File: config.mk
export PLATFORM = sky130hd
export DESIGN_NAME = acx_axi_req_splitter
export DESIGN_NICKNAME = d
export VERILOG_FILES = /design/src/rtl/acx_axi_req_splitter.sv
export SDC_FILE = /design/constraint.sdc
export NUM_CORES = 1
export LEC_CHECK = 0
export CAP_MARGIN = 0
export CORE_MARGIN = 10
export CORE_UTILIZATION = 52
export DETAILED_ROUTE_END_ITERATION = 10
export PLACE_DENSITY_LB_ADDON = 0.12
export SLEW_MARGIN = 25
export SYNTH_ARGS = -nofsm -noshare
export SYNTH_HDL_FRONTEND = slang
export SYNTH_SLANG_ARGS = --single-unit
File: constraint.sdc
create_clock -name i_clk -period 7.4 [get_ports i_clk]
set_clock_uncertainty 0.05 [all_clocks]
set_input_delay 1.48 -clock i_clk [delete_from_list [all_inputs] [get_ports i_clk]]
set_output_delay 1.48 -clock i_clk [all_outputs]
set_load 0.02 [all_outputs]
File: src/rtl/acx_axi_req_splitter.sv
// acx_axi_req_splitter: pops {id, len, addr} INCR requests from the request
// FIFO and reissues them as AXI AR/AW sub-bursts that never cross a 4 KB
// boundary and never exceed MAX_BEATS beats.
module acx_axi_req_splitter #(
    parameter int ADDR_W    = 42,
    parameter int ID_W      = 8,
    parameter int LEN_W     = 8,
    parameter int BEAT_LOG2 = 5,
    parameter int MAX_BEATS = 16
) (
    input  logic                         i_clk,
    input  logic                         i_rstn,
    input  logic [ID_W+LEN_W+ADDR_W-1:0] i_req_data,
    input  logic                         i_req_valid,
    output logic                         o_req_pop,
    output logic                         o_axi_valid,
    input  logic                         i_axi_ready,
    output logic [ADDR_W-1:0]            o_axi_addr,
    output logic [LEN_W-1:0]             o_axi_len,
    output logic [ID_W-1:0]              o_axi_id,
    output logic                         o_axi_last,
    output logic                         o_busy
);

    // rem holds 1..2^LEN_W, so it needs one bit more than len
    localparam int RW = LEN_W + 1;
    // chunk math must hold both rem and the 4 KB beat count (up to 4096)
    localparam int CW = (RW > 13) ? RW : 13;
    localparam logic [ADDR_W-1:0] ALIGN_MASK = ~((ADDR_W'(1) << BEAT_LOG2) - ADDR_W'(1));

    typedef enum logic {IDLE, ISSUE} state_e;

    state_e            state_q, state_d;
    logic              valid_q, valid_d;
    logic              last_q, last_d;
    logic [ADDR_W-1:0] cur_addr_q, cur_addr_d;
    logic [RW-1:0]     rem_q, rem_d;
    logic [LEN_W-1:0]  len_q, len_d;
    logic [ID_W-1:0]   id_q, id_d;

    logic [ADDR_W-1:0] req_addr, calc_addr;
    logic [LEN_W-1:0]  req_len;
    logic [ID_W-1:0]   req_id;
    logic [RW-1:0]     cur_chunk, calc_rem;
    logic [CW-1:0]     b4k, chunk;
    logic              hs, load, calc_last;

    assign req_addr = i_req_data[ADDR_W-1:0];
    assign req_len  = i_req_data[ADDR_W +: LEN_W];
    assign req_id   = i_req_data[ADDR_W+LEN_W +: ID_W];

    assign hs        = valid_q & i_axi_ready;
    // A new parent request is taken from IDLE or on the final handshake
    assign load      = i_req_valid & ((state_q == IDLE) | (hs & last_q));
    assign cur_chunk = RW'(len_q) + RW'(1);

    // One chunk calculator shared by load and advance: the next sub-burst
    // starts either at the fresh request or just past the current one.
    always_comb begin
        if (load) begin
            calc_addr = req_addr & ALIGN_MASK;
            calc_rem  = RW'(req_len) + RW'(1);
        end else begin
            calc_addr = cur_addr_q + (ADDR_W'(cur_chunk) << BEAT_LOG2);
            calc_rem  = rem_q - cur_chunk;
        end
        b4k   = (CW'(4096) - CW'(calc_addr[11:0])) >> BEAT_LOG2;
        chunk = CW'(calc_rem);
        if (chunk > CW'(MAX_BEATS)) chunk = CW'(MAX_BEATS);
        if (chunk > b4k)            chunk = b4k;
        calc_last = (chunk == CW'(calc_rem));
    end

    // Next-state and output-register logic; outputs hold while stalled
    always_comb begin
        state_d    = state_q;
        valid_d    = valid_q;
        last_d     = last_q;
        cur_addr_d = cur_addr_q;
        rem_d      = rem_q;
        len_d      = len_q;
        id_d       = id_q;
        if (load) begin
            state_d    = ISSUE;
            valid_d    = 1'b1;
            cur_addr_d = calc_addr;
            rem_d      = calc_rem;
            len_d      = LEN_W'(chunk - CW'(1));
            id_d       = req_id;
            last_d     = calc_last;
        end else if (state_q == ISSUE && hs) begin
            if (!last_q) begin
                cur_addr_d = calc_addr;
                rem_d      = calc_rem;
                len_d      = LEN_W'(chunk - CW'(1));
                last_d     = calc_last;
            end else begin
                valid_d = 1'b0;
                state_d = IDLE;
            end
        end
    end

    // State and output registers; reset drops any in-flight request
    always_ff @(posedge i_clk or negedge i_rstn) begin
        if (!i_rstn) begin
            state_q    <= IDLE;
            valid_q    <= 1'b0;
            last_q     <= 1'b0;
            cur_addr_q <= '0;
            rem_q      <= '0;
            len_q      <= '0;
            id_q       <= '0;
        end else begin
            state_q    <= state_d;
            valid_q    <= valid_d;
            last_q     <= last_d;
            cur_addr_q <= cur_addr_d;
            rem_q      <= rem_d;
            len_q      <= len_d;
            id_q       <= id_d;
        end
    end

    assign o_req_pop   = load;
    assign o_axi_valid = valid_q;
    assign o_axi_addr  = cur_addr_q;
    assign o_axi_len   = len_q;
    assign o_axi_id    = id_q;
    assign o_axi_last  = last_q;
    assign o_busy      = (state_q == ISSUE);

endmodule

# Yosys cells after proc, flatten, opt, wreduce, memory -nomap -nowiden
# Index checks and enable logic that the tools add are counted.
# totals
output_inout_bits	62
input_bits	62
n_memories	0
romBits	0
mem_bits_rw	0
wordCells	45
reg_bits	69
latchBits	0
# classes
n_shift	0
multipliers	0
n_reduce_logical	5
order_cmp	2
muxes	19
add_sub_neg	6
bitwise_logic	5
eq_ne	2
n_div	0
# ops
operator	n
two-way mux 42 bit	4
two-way mux 9 bit	6
adder 42 x 14 -> 42 bit	1
two-way mux 8 bit	3
adder 8 x 1 -> 9 bit (second input constant)	2
subtractor 13 x 12 -> 13 bit (first input constant)	1
== test 9 bit	1
greater-than comparator 9 x 5 -> 1 bit (second input constant)	1
greater-than comparator 9 x 8 -> 1 bit	1
subtractor 9 bit	1
subtractor 8 x 1 -> 8 bit (second input constant)	1
two-way mux 1 bit	6
AND reduction 2 bit	2
nonzero test 2 bit	2
AND 1 bit	3
inequality test 2 bit (second input constant)	1
logical AND 1 bit	1
inverter 1 bit	1
bitwise OR 1 bit	1

# Longest topological paths before layout
# Gate-level depths: netlist (run 1).
# depth
depth_word	13
depth_mapped	24
ltp_nobuf	23

# Worst setup path after synthesis (run 1)
# No wires, ideal clock.
# synth_path
path_type	input to register
startpoint	input port i_req_data[42]
endpoint	register len_q[6] (netlist: o_axi_len[6])
setup_time_ps	69
cell_stages	19
slack_ps	2013
arrival_time_ps	5268
n_path_buf	2
t_required_ps	7281
path_cell_list	ha_1 -> clkbuf_1 -> xnor2_1 -> nand4_1 -> o311ai_0 -> o21ai_0 -> or2_2 -> nor4_1 -> ha_1 -> nand3b_1 -> a21oi_1 -> o221ai_1 -> clkbuf_1 -> nor2_1 -> a31oi_1 -> ha_1 -> o21ai_0 -> or4_1 -> nand3_1
# synth_between
elab_chain_cells	10
# synth_lines
item	line_no	source
start: declaration	13	input logic [ID_W+LEN_W+ADDR_W-1:0] i_req_data,
adder 8 x 1 -> 9 bit (*)	62	calc_rem = RW'(req_len) + RW'(1);
two-way mux 9 bit (*)	60	if (load) begin
greater-than comparator 9 x 5 -> 1 bit	69	if (chunk > CW'(MAX_BEATS)) chunk = CW'(MAX_BEATS);
two-way mux 9 bit (*)	69	
greater-than comparator 9 x 8 -> 1 bit	70	if (chunk > b4k) chunk = b4k;
two-way mux 9 bit (*)	70	
subtractor 8 x 1 -> 8 bit (*)	88, 95	
two-way mux 8 bit	92	if (!last_q) begin
two-way mux 8 bit	91	end else if (state_q == ISSUE && hs) begin
two-way mux 8 bit (*)	83	if (load) begin
end signal: assignment	120	len_q <= len_d;
end: declaration	38	logic [LEN_W-1:0] len_q, len_d;
# Every way passes the cells marked *; elsewhere a longest branch is shown, timed or not. The select of a mux whose other input is x is not followed.
# A chain may end at the register's enable or synchronous reset.

# Final worst setup path (run 1)
# layout_path
startpoint	input port i_axi_ready
endpoint	register len_q[6] (netlist: o_axi_len[6])
# layout_between
elab_chain_cells	13
word_cells_on_any_way	19
classes_between	add/sub: 2; order compare: 2; eq/ne: 1; mux: 7; bitwise: 4; reduce/logical: 3
# layout_lines
item	line_no	source
start: declaration	17	input logic i_axi_ready,
AND 1 bit (*)	52	assign hs = valid_q & i_axi_ready;
AND 1 bit	54	assign load = i_req_valid & ((state_q == IDLE) | (hs & last_q));
bitwise OR 1 bit	54	
AND 1 bit	54	
two-way mux 9 bit	60	
greater-than comparator 9 x 5 -> 1 bit	69	
two-way mux 9 bit	69	
greater-than comparator 9 x 8 -> 1 bit	70	
two-way mux 9 bit	70	
subtractor 8 x 1 -> 8 bit	88, 95	
two-way mux 8 bit	92	
two-way mux 8 bit	91	
two-way mux 8 bit	83	
# Marked as above.

==> impl_metrics.tcl, run 1 <==
set metrics [dict create \
    hold_end "o_axi_id[6]" \
    cts_buffers 9 \
    via_per_inst 6.34 \
    worst_setup_path_end_kind "flop" \
    pin_count 124 \
    worstSetupPathDepth 17 \
    r2r-end "o_axi_len[6]" \
    diodes 0 \
    synth.cell_area_um2 5480 \
    clock_sinks 69 \
    crit_path_max_fanout 18 \
    finalHoldViolCount 0 \
    coreArea_um2 10300 \
    rsz0062_at_grt "false" \
    yosysMostFrequentCell "nand2_1" \
    finalCriticalPeriod_ps 6360 \
    ys.flop_type "dfrtp_1" \
    synth_area_leaders "dfrtp_1 (31%), ha_1 (6.4%), nand2_1 (6.0%)" \
    r2r_start "o_axi_len[0]" \
    clk_pin_slew_ps 80 \
    outcome "completed" \
    grt_antenna_before_repair 0 \
    clockRootBuffer "clkbuf_8" \
    grt_pass1_vias 5630 \
    grt_max_degree 59 \
    synth_warnings 0 \
    numPortBuffers 118 \
    fmax_mhz 157 \
    crit_chain "clkdlybuf4s50_1 > a21bo_2 > nand2_4 > inv_2 > o311ai_0 > o21ai_0 > or2_2 > nor4_1 > ha_1 > nand3b_1 > a21oi_1 > o221a_2 > a211oi_1 > or4b_4 > o21a_1 > or4_1 > nand3_1" \
    holdCritPathClass "flop to flop" \
    worst_slew_pin_slew_ps 814 \
    hold_buffers 0 \
    clockBufferDepth 2 \
    finalCritPeriodShare_pct 86.0 \
    dpl.hpwl_um 13700 \
    ys_seq_elements 69 \
    yosys.area_share.simple_pct 25.5 \
    critPathTopFamily "simple AND/OR/NAND/NOR gates" \
    drt_first_pass_iters 5 \
    holdCritStartpoint "o_axi_id[6]" \
    critPathMaxStageDelay_ps 520 \
    drv_slew 0 \
    ys_types 75 \
    tns_ps 0 \
    clock_latency_ps 360 \
    final_layout_size_suffix_gt1_share_pct 6.95 \
    r2r_slack_ps 1110 \
    grt.total_usage_pct 24.1 \
    grt_pass1_wl_um 29400 \
    async_reset_ff_share_pct 100 \
    drtIter0Drc 593 \
    synth_compound_area_share_pct 25.6 \
    cts_resized 0 \
    critPathKind "input pin to flop" \
    slew_headroom_pct 45.5 \
    setup_viol 0 \
    post_cts_buffers 0 \
    tritoncts "done" \
    yosysTopAreaCell "dfrtp_1" \
    avgSynthCellArea_um2 8.13 \
    rr_worst_depth 20 \
    wire_per_inst_um 19.9 \
    synth_top_area_share_pct 31.5 \
    synth.area.mux_share_pct 1.53 \
    cp.arrival_ps 6610 \
    synth_enable_flop_cells 0 \
    synth_xor_area_share_pct 4.95 \
    place.gp.congestion 0.964 \
    gr-total-overflow 0 \
    synth_cells 674 \
    antenna_left 0 \
    synthTopCellsByCount "nand2_1 (87), dfrtp_1 (69), o21ai_0 (54)" \
    synth_top_family_by_area "compound AO/OA/AOI/OAI gates" \
    required_ps 7650 \
    synth_seq_area_share_pct 31.5 \
    die_h_um 123 \
    synth_adder_area_share_pct 7.12 \
    startpoint_type "input pin" \
    slowest_stage "or4b_4" \
    wl_um 18400 \
    start_util_pct 53.3 \
    final_nets 878 \
    dieArea_um2 15000 \
    chipWidth_um 123 \
    detailroute.via_count 5874 \
    drv_cap 0 \
    htree_levels 3 \
    syn2layout_area_growth_pct 28.5 \
    drc 0 \
    cp_num_buf_inv 2 \
    rows 37 \
    min_delay_path_depth 2 \
]
==> registers in the layout, indices dropped and copies added, names as in the netlist <==
signal	flops
o_axi_len	8
o_axi_id	8
rem_q	9
o_axi_valid	1
o_axi_last	1
o_axi_addr	42
==> worst reg2reg max path: cells and delay by family, from the launching register on <==
kind	cells	cell delay, ps
and+or+nand+nor	8	2460
AOI/OAI and AO/OA	7	1810
adders and majority gates	3	1030
DFF	1	520
xor gates and xnor gates	1	290
buffers and inverters	1	80
==> logic make-up (layout without fill, tap and decap cells) <==
| family | count (synthesis) | in the layout |
|---|---|---|
| AO/OA/AOI/OAI | 206 | 206 |
| XOR/XNOR | 31 | 31 |
| adder cells (fa/ha/maj) | 30 | 30 |
| buffers and inverters | 51 | 166 |
| flip-flops | 69 | 69 |
| multiplexers | 8 | 8 |
| other | 1 | 3 |
| AND/OR/NAND/NOR | 278 | 278 |
==> cells in the final DEF (no fill, tap or decap), types with 4 or more instances in the layout <==
cell,synthesis,routed
a21o_1,14,14
a22oi_1,5,5
nor4_1,4,4
a31oi_1,11,11
mux2i_1,5,5
nand2_1,87,87
xor2_1,16,16
nand4_1,12,12
nand3b_1,4,4
nor3_1,16,16
xnor2_1,15,15
o21ai_0,54,54
buf_4,1,12
o22ai_1,9,9
a211oi_1,8,8
nand2b_1,7,7
and2_1,11,11
clkbuf_8,0,10
a221o_1,6,6
ha_1,28,28
nand3_1,34,34
or3_1,7,7
or2_2,4,4
a21oi_1,39,39
a22o_1,4,4
dfrtp_1,69,69
and4_1,5,5
nor2_1,52,52
o31ai_1,6,6
o211ai_1,6,6
inv_1,20,19
clkdlybuf4s50_1,0,117
and3_1,13,13
o32ai_1,4,4
nor2b_1,5,5
o21a_1,8,8
==> per-stage QoR <==
step / instances / hold WS (ps) / setup slack [ps] / util, % / area, um2
after floorplan: 676 / 400 / 2010 / - / 5490
after global placement: 911 / 407 / 860 / 66.4 / 6820
after detailed placement: 911 / 416 / 822 / 66.4 / 6820
after CTS: 927 / 435 / 1170 / 68.6 / 7050
after global routing: 927 / 469 / 621 / 68.6 / 7050
final: 927 / 432 / 1040 / 68.6 / 7050
==> worst max-delay path by stage <==
stage	start	to	slack (ps)
5_1_grt	o_axi_len[0]	o_axi_len[6]	620
3_3_place_gp	i_axi_ready	o_axi_len[6]	860
4_1_cts	i_axi_ready	o_axi_len[6]	1170
2_1_floorplan	i_req_data[42]	o_axi_len[6]	2010
6_report	i_axi_ready	o_axi_len[6]	1040
3_5_place_dp	i_axi_ready	o_axi_len[6]	820
==> layout make-up <==
cell class / instances / area (um2)
Sequential cell: 69 / 1730
Tap cell: 136 / 170
Timing Repair Buffer: 130 / 1270
Fill cell: 890 / 3230
Multi-Input combinational cell: 556 / 3580
Clock buffer: 11 / 141
Clock inverter: 5 / 83.8
Inverter: 20 / 75.1
==> per-layer routing <==
metal | up-vias | part of all wire [%] | GRT usage [%]
met4 | 0 | 1.6 | 7.36
met5 | - | 0 | 0
met1 | 2862 | 42 | 32.7
li1 | 2711 | - | -
met3 | 29 | 10 | 6.06
met2 | 272 | 46 | 36.9
Power of run 1 is not shown: default switching activity piles up to over one toggle a cycle in this logic, so the estimate is an artifact.
==> inputs of run 2 (changes only) <==
--- a/config.mk
+++ b/config.mk
@@ -6,11 +6,12 @@
 export NUM_CORES = 1
 export LEC_CHECK = 0
 export CAP_MARGIN = 0
+export CELL_PAD_IN_SITES_DETAIL_PLACEMENT = 1
+export CELL_PAD_IN_SITES_GLOBAL_PLACEMENT = 1
 export CORE_MARGIN = 10
-export CORE_UTILIZATION = 52
+export CORE_UTILIZATION = 38
 export DETAILED_ROUTE_END_ITERATION = 10
 export PLACE_DENSITY_LB_ADDON = 0.12
-export SLEW_MARGIN = 25
 export SYNTH_ARGS = -nofsm -noshare
 export SYNTH_HDL_FRONTEND = slang
 export SYNTH_SLANG_ARGS = --single-unit
==> run 2 against run 1 <==
Effect of this change:
- final area is 2.0% higher
- die area increased by 30%
- maximum frequency shrank 1.2%
- hold slack worse by 8.0 ps
- wire length increased by 13%
- clock-buffer cell count unchanged
==> impl_metrics.tcl, run 2 (synthesis results as in run 1) <==
set metrics [dict create \
    pin_count 124 \
    dpl.hpwl_um 15500 \
    slew_headroom_pct 35.9 \
    worst_slew_pin_slew_ps 961 \
    post_cts_buffers 0 \
    setup_viol 0 \
    numPlacedInstances 958 \
    clockRootBuffer "clkbuf_16" \
    start_util_pct 39.2 \
    utilization_pct 51.4 \
    place.gp.congestion 0.870 \
    grt_pass1_wl_um 33300 \
    crit_path_max_fanout 9 \
    startpoint "i_req_data[42]" \
    required_ps 7630 \
    place_ws_ps 691 \
    clk_pin_slew_ps 60 \
    drv_slew 0 \
    r2r_start "o_axi_len[2]" \
    grt_pass1_vias 5990 \
    drtIter0Drc 390 \
    cts_buffers 9 \
    cp.arrival_ps 6660 \
    holdCritStartpoint "o_axi_id[6]" \
    final_nets 881 \
    finalCriticalPeriod_ps 6440 \
    drc 0 \
    final_layout_size_suffix_gt1_share_pct 7.43 \
    mostFrequentLayoutCells "clkdlybuf4s50_1 (117), nand2_1 (87), dfrtp_1 (69)" \
    final_common_cell "clkdlybuf4s50_1" \
    holdCritPathClass "flop to flop" \
    worst_setup_path_end_kind "flop" \
    hold_buffers 0 \
    finalCritPeriodShare_pct 87.0 \
    rows 43 \
    clock_sinks 69 \
    wire_per_inst_um 21.4 \
    rsz0062_at_grt "false" \
    finalHoldViolCount 0 \
    chipWidth_um 140 \
    tns_ps 0 \
    fin_ws_ps 962 \
    clock_latency_ps 350 \
    critPathKind "input pin to flop" \
    tritoncts "done" \
    drv_cap 0 \
    antenna_left 0 \
    finalNonFillerCells 974 \
    cts_resized 0 \
    fmax_mhz 155 \
    via_per_inst 6.00 \
    grt_antenna_before_repair 0 \
    detailroute.via_count 5845 \
    outcome "completed" \
    syn2layout_area_growth_pct 31.1 \
    grt.total_usage_pct 20.7 \
    grt_max_degree 70 \
    wl_um 20800 \
    clockBufferDepth 2 \
    coreArea_um2 14000 \
    drt_first_pass_iters 5 \
    die_h_um 140 \
    numPortBuffers 118 \
    startpoint_type "input pin" \
    largest_reg_flops 42 \
    r2r_slack_ps 1060 \
    diodes 0 \
    htree_levels 3 \
    nFillCells 1686 \
    dieArea_um2 19600 \
    gr-total-overflow 0 \
]
[run 2: cell type report]
cell class / count / area, um2 / share of cell area [%]
multi-input combinational: 556 / 3580 / 49.8
timing repair buffer: 133 / 1290 / 18.0
sequential: 69 / 1730 / 24.0
clock buffer: 11 / 253 / 3.52
tap: 180 / 225 / 3.13
inverter: 20 / 75.1 / 1.04
clock inverter: 5 / 35.0 / 0.487
[run 2: per-layer routing]
| metal | wire length (um) | vias to the layer above | GRT usage [%] |
|---|---|---|---|
| met5 | 0 | - | 0 |
| met2 | 9750 | 153 | 33.0 |
| met3 | 1030 | 17 | 3.75 |
| li1 | - | 2721 | - |
| met4 | 225 | 0 | 5.65 |
| met1 | 9810 | 2954 | 28.0 |
[run 2: through the flow]
stage / hold slack, ps / instance area (um2)
6_report: 424 / 7190
5_1_grt: 463 / 7190
4_1_cts: 429 / 7190
3_5_place_dp: 414 / 6900
3_3_place_gp: 406 / 6900
2_1_floorplan: 400 / 5490
[run 2: worst paths after layout]
kind,to,cells after the start
max in group asynchronous,o_axi_len[2],1
hold / removal,o_axi_id[6],2
setup / recovery,o_axi_len[6],17
min in group asynchronous,rem_q[8],1
hold reg to reg,o_axi_id[6],2
setup reg to reg,o_axi_len[6],21
[run 2: critical path: stages]
cell	delay, ps
clkdlybuf4s50_1	620
ha_1	350
xnor2_1	160
nand4_1	110
o311ai_0	120
o21ai_0	280
or2_2	400
nor4_1	480
ha_1	350
nand3b_1	90
a21oi_1	90
o221a_2	350
a211oi_1	390
or4b_4	540
o21a_1	240
or4_1	520
nand3_1	100
Power of run 2 is left out for the same reason.
==> inputs of run 3 (changes only) <==
--- a/config.mk
+++ b/config.mk
@@ -12,6 +12,7 @@
 export CORE_UTILIZATION = 38
 export DETAILED_ROUTE_END_ITERATION = 10
 export PLACE_DENSITY_LB_ADDON = 0.12
+export SETUP_SLACK_MARGIN = 0.15
 export SYNTH_ARGS = -nofsm -noshare
 export SYNTH_HDL_FRONTEND = slang
 export SYNTH_SLANG_ARGS = --single-unit
==> constraint.sdc (replaced) <==
create_clock -name i_clk -period 7.4 [get_ports i_clk]
set_clock_uncertainty 0.05 [all_clocks]
set_input_delay 1.11 -clock i_clk [delete_from_list [all_inputs] [get_ports i_clk]]
set_output_delay 1.11 -clock i_clk [all_outputs]
set_load 0.02 [all_outputs]
==> run 3 against run 2 <==
Effect of this change:
- setup slack better by 69 ps
- die area stayed put
- final area is 0.44% lower
- utilization is 0.22 points lower
- critical path type is now flop to flop
- critical endpoint unchanged
- largest cell class unchanged
==> impl_metrics.tcl, run 3 (synthesis results as in run 1) <==
set metrics [dict create \
    outcome "completed" \
    rows 43 \
    rsz0062_at_grt "false" \
    use_met2_pct 33.0 \
    cts_resized 0 \
    fmax_mhz 157 \
    hold_buffers 0 \
    antenna_left 0 \
    finalHoldViolCount 0 \
    final_layout_size_suffix_gt1_share_pct 6.96 \
    via_per_inst 6.08 \
    grt_util_met1_pct 28.1 \
    drv_cap 0 \
    clock_sinks 69 \
    final_nets 877 \
    grt_max_degree 70 \
    slew_headroom_pct 33.5 \
    numPortBuffers 118 \
    nFillCells 1688 \
    clockBufferDepth 2 \
    cp.arrival_ps 6590 \
    chipWidth_um 140 \
    wl_um 21200 \
    post_cts_buffers 0 \
    htree_levels 3 \
    drc 0 \
    start_util_pct 39.2 \
    grt.total_usage_pct 20.8 \
    finalCriticalPeriod_ps 6370 \
    numPlacedInstances 954 \
    finalNonFillerCells 970 \
    diodes 0 \
    top_usage_layer "met2" \
    clockRootBuffer "clkbuf_16" \
    detailroute.via_count 5901 \
    worst_slew_pin_slew_ps 991 \
    required_ps 7620 \
    place.gp.congestion 0.918 \
    mostFrequentLayoutCells "clkdlybuf4s50_1 (117), nand2_1 (87), dfrtp_1 (69)" \
    critPathKind "flop to flop" \
    pin_count 124 \
    grt_pass1_wl_um 33500 \
    die_h_um 140 \
    finalCritPeriodShare_pct 86.1 \
    clk_pin_slew_ps 60 \
    clock_latency_ps 340 \
    holdCritPathClass "flop to flop" \
    met3_usage_pct 3.89 \
    tritoncts "done" \
    setup_viol 0 \
    grt_antenna_before_repair 0 \
    drtIter0Drc 468 \
    final_common_cell "clkdlybuf4s50_1" \
    tns_ps 0 \
    dpl.hpwl_um 15900 \
    syn2layout_area_growth_pct 30.6 \
    coreArea_um2 14000 \
    worst_setup_path_end_kind "flop" \
    drt_first_pass_iters 5 \
    cts_buffers 9 \
    largest_reg_flops 42 \
    dieArea_um2 19600 \
    r2r_slack_ps 1030 \
    startpoint_type "flop" \
    wire_per_inst_um 21.9 \
    gr-total-overflow 0 \
    crit_path_max_fanout 9 \
    drv_slew 0 \
    grt_pass1_vias 6051 \
]
## run 3: worst max-delay path, cell delays in order (launching register included)
cell,delay (ps)
dfrtp_1,510
and3_1,230
and3_1,200
xor2_1,340
inv_1,100
ha_1,410
and2_1,220
a221o_1,290
o21ba_2,220
nor3_1,280
a21oi_1,260
nor3_1,530
nand2_1,120
ha_1,300
nand4_1,90
a2bb2oi_1,170
o221a_2,210
a211oi_1,390
or4b_4,530
o21a_1,240
or4_1,520
nand3_1,90
## run 3: worst paths after layout
kind                              startpoint            to  cells after the start
min in group asynchronous             i_rstn      rem_q[8]                      1
worst min-delay path             o_axi_id[4]   o_axi_id[4]                      2
max in group asynchronous             i_rstn      rem_q[3]                      1
worst max-delay path            o_axi_len[2]  o_axi_len[6]                     21
worst max register to register  o_axi_len[2]  o_axi_len[6]                     21
worst min register to register   o_axi_id[4]   o_axi_id[4]                      2
## run 3: cell type report
class	count	area [um2]	share of cell area, %
clock buffers	11	253	3.53
clock inverters	5	33.8	0.472
inverters	20	75.1	1.05
multi-input cells	556	3580	50.1
flip-flops and latches	69	1730	24.1
well taps	180	225	3.15
repair buffers	129	1260	17.6
## run 3: per-layer routing
layer	wire length [um]	vias up
li1	-	2706
met5	0	-
met4	393	0
met1	9660	2973
met3	1270	32
met2	9900	190
## run 3: metrics by stage
step | util [%] | area (um2) | hold slack (ps) | setup WS (ps)
2_1_floorplan | - | 5490 | 400 | 2040
3_5_place_dp | 49.1 | 6870 | 413 | 895
6_report | 51.2 | 7160 | 423 | 1030
3_3_place_gp | 49.1 | 6870 | 406 | 1040
5_1_grt | 51.2 | 7160 | 465 | 599
4_1_cts | 51.2 | 7160 | 428 | 1160
Power of run 3 is left out for the same reason.
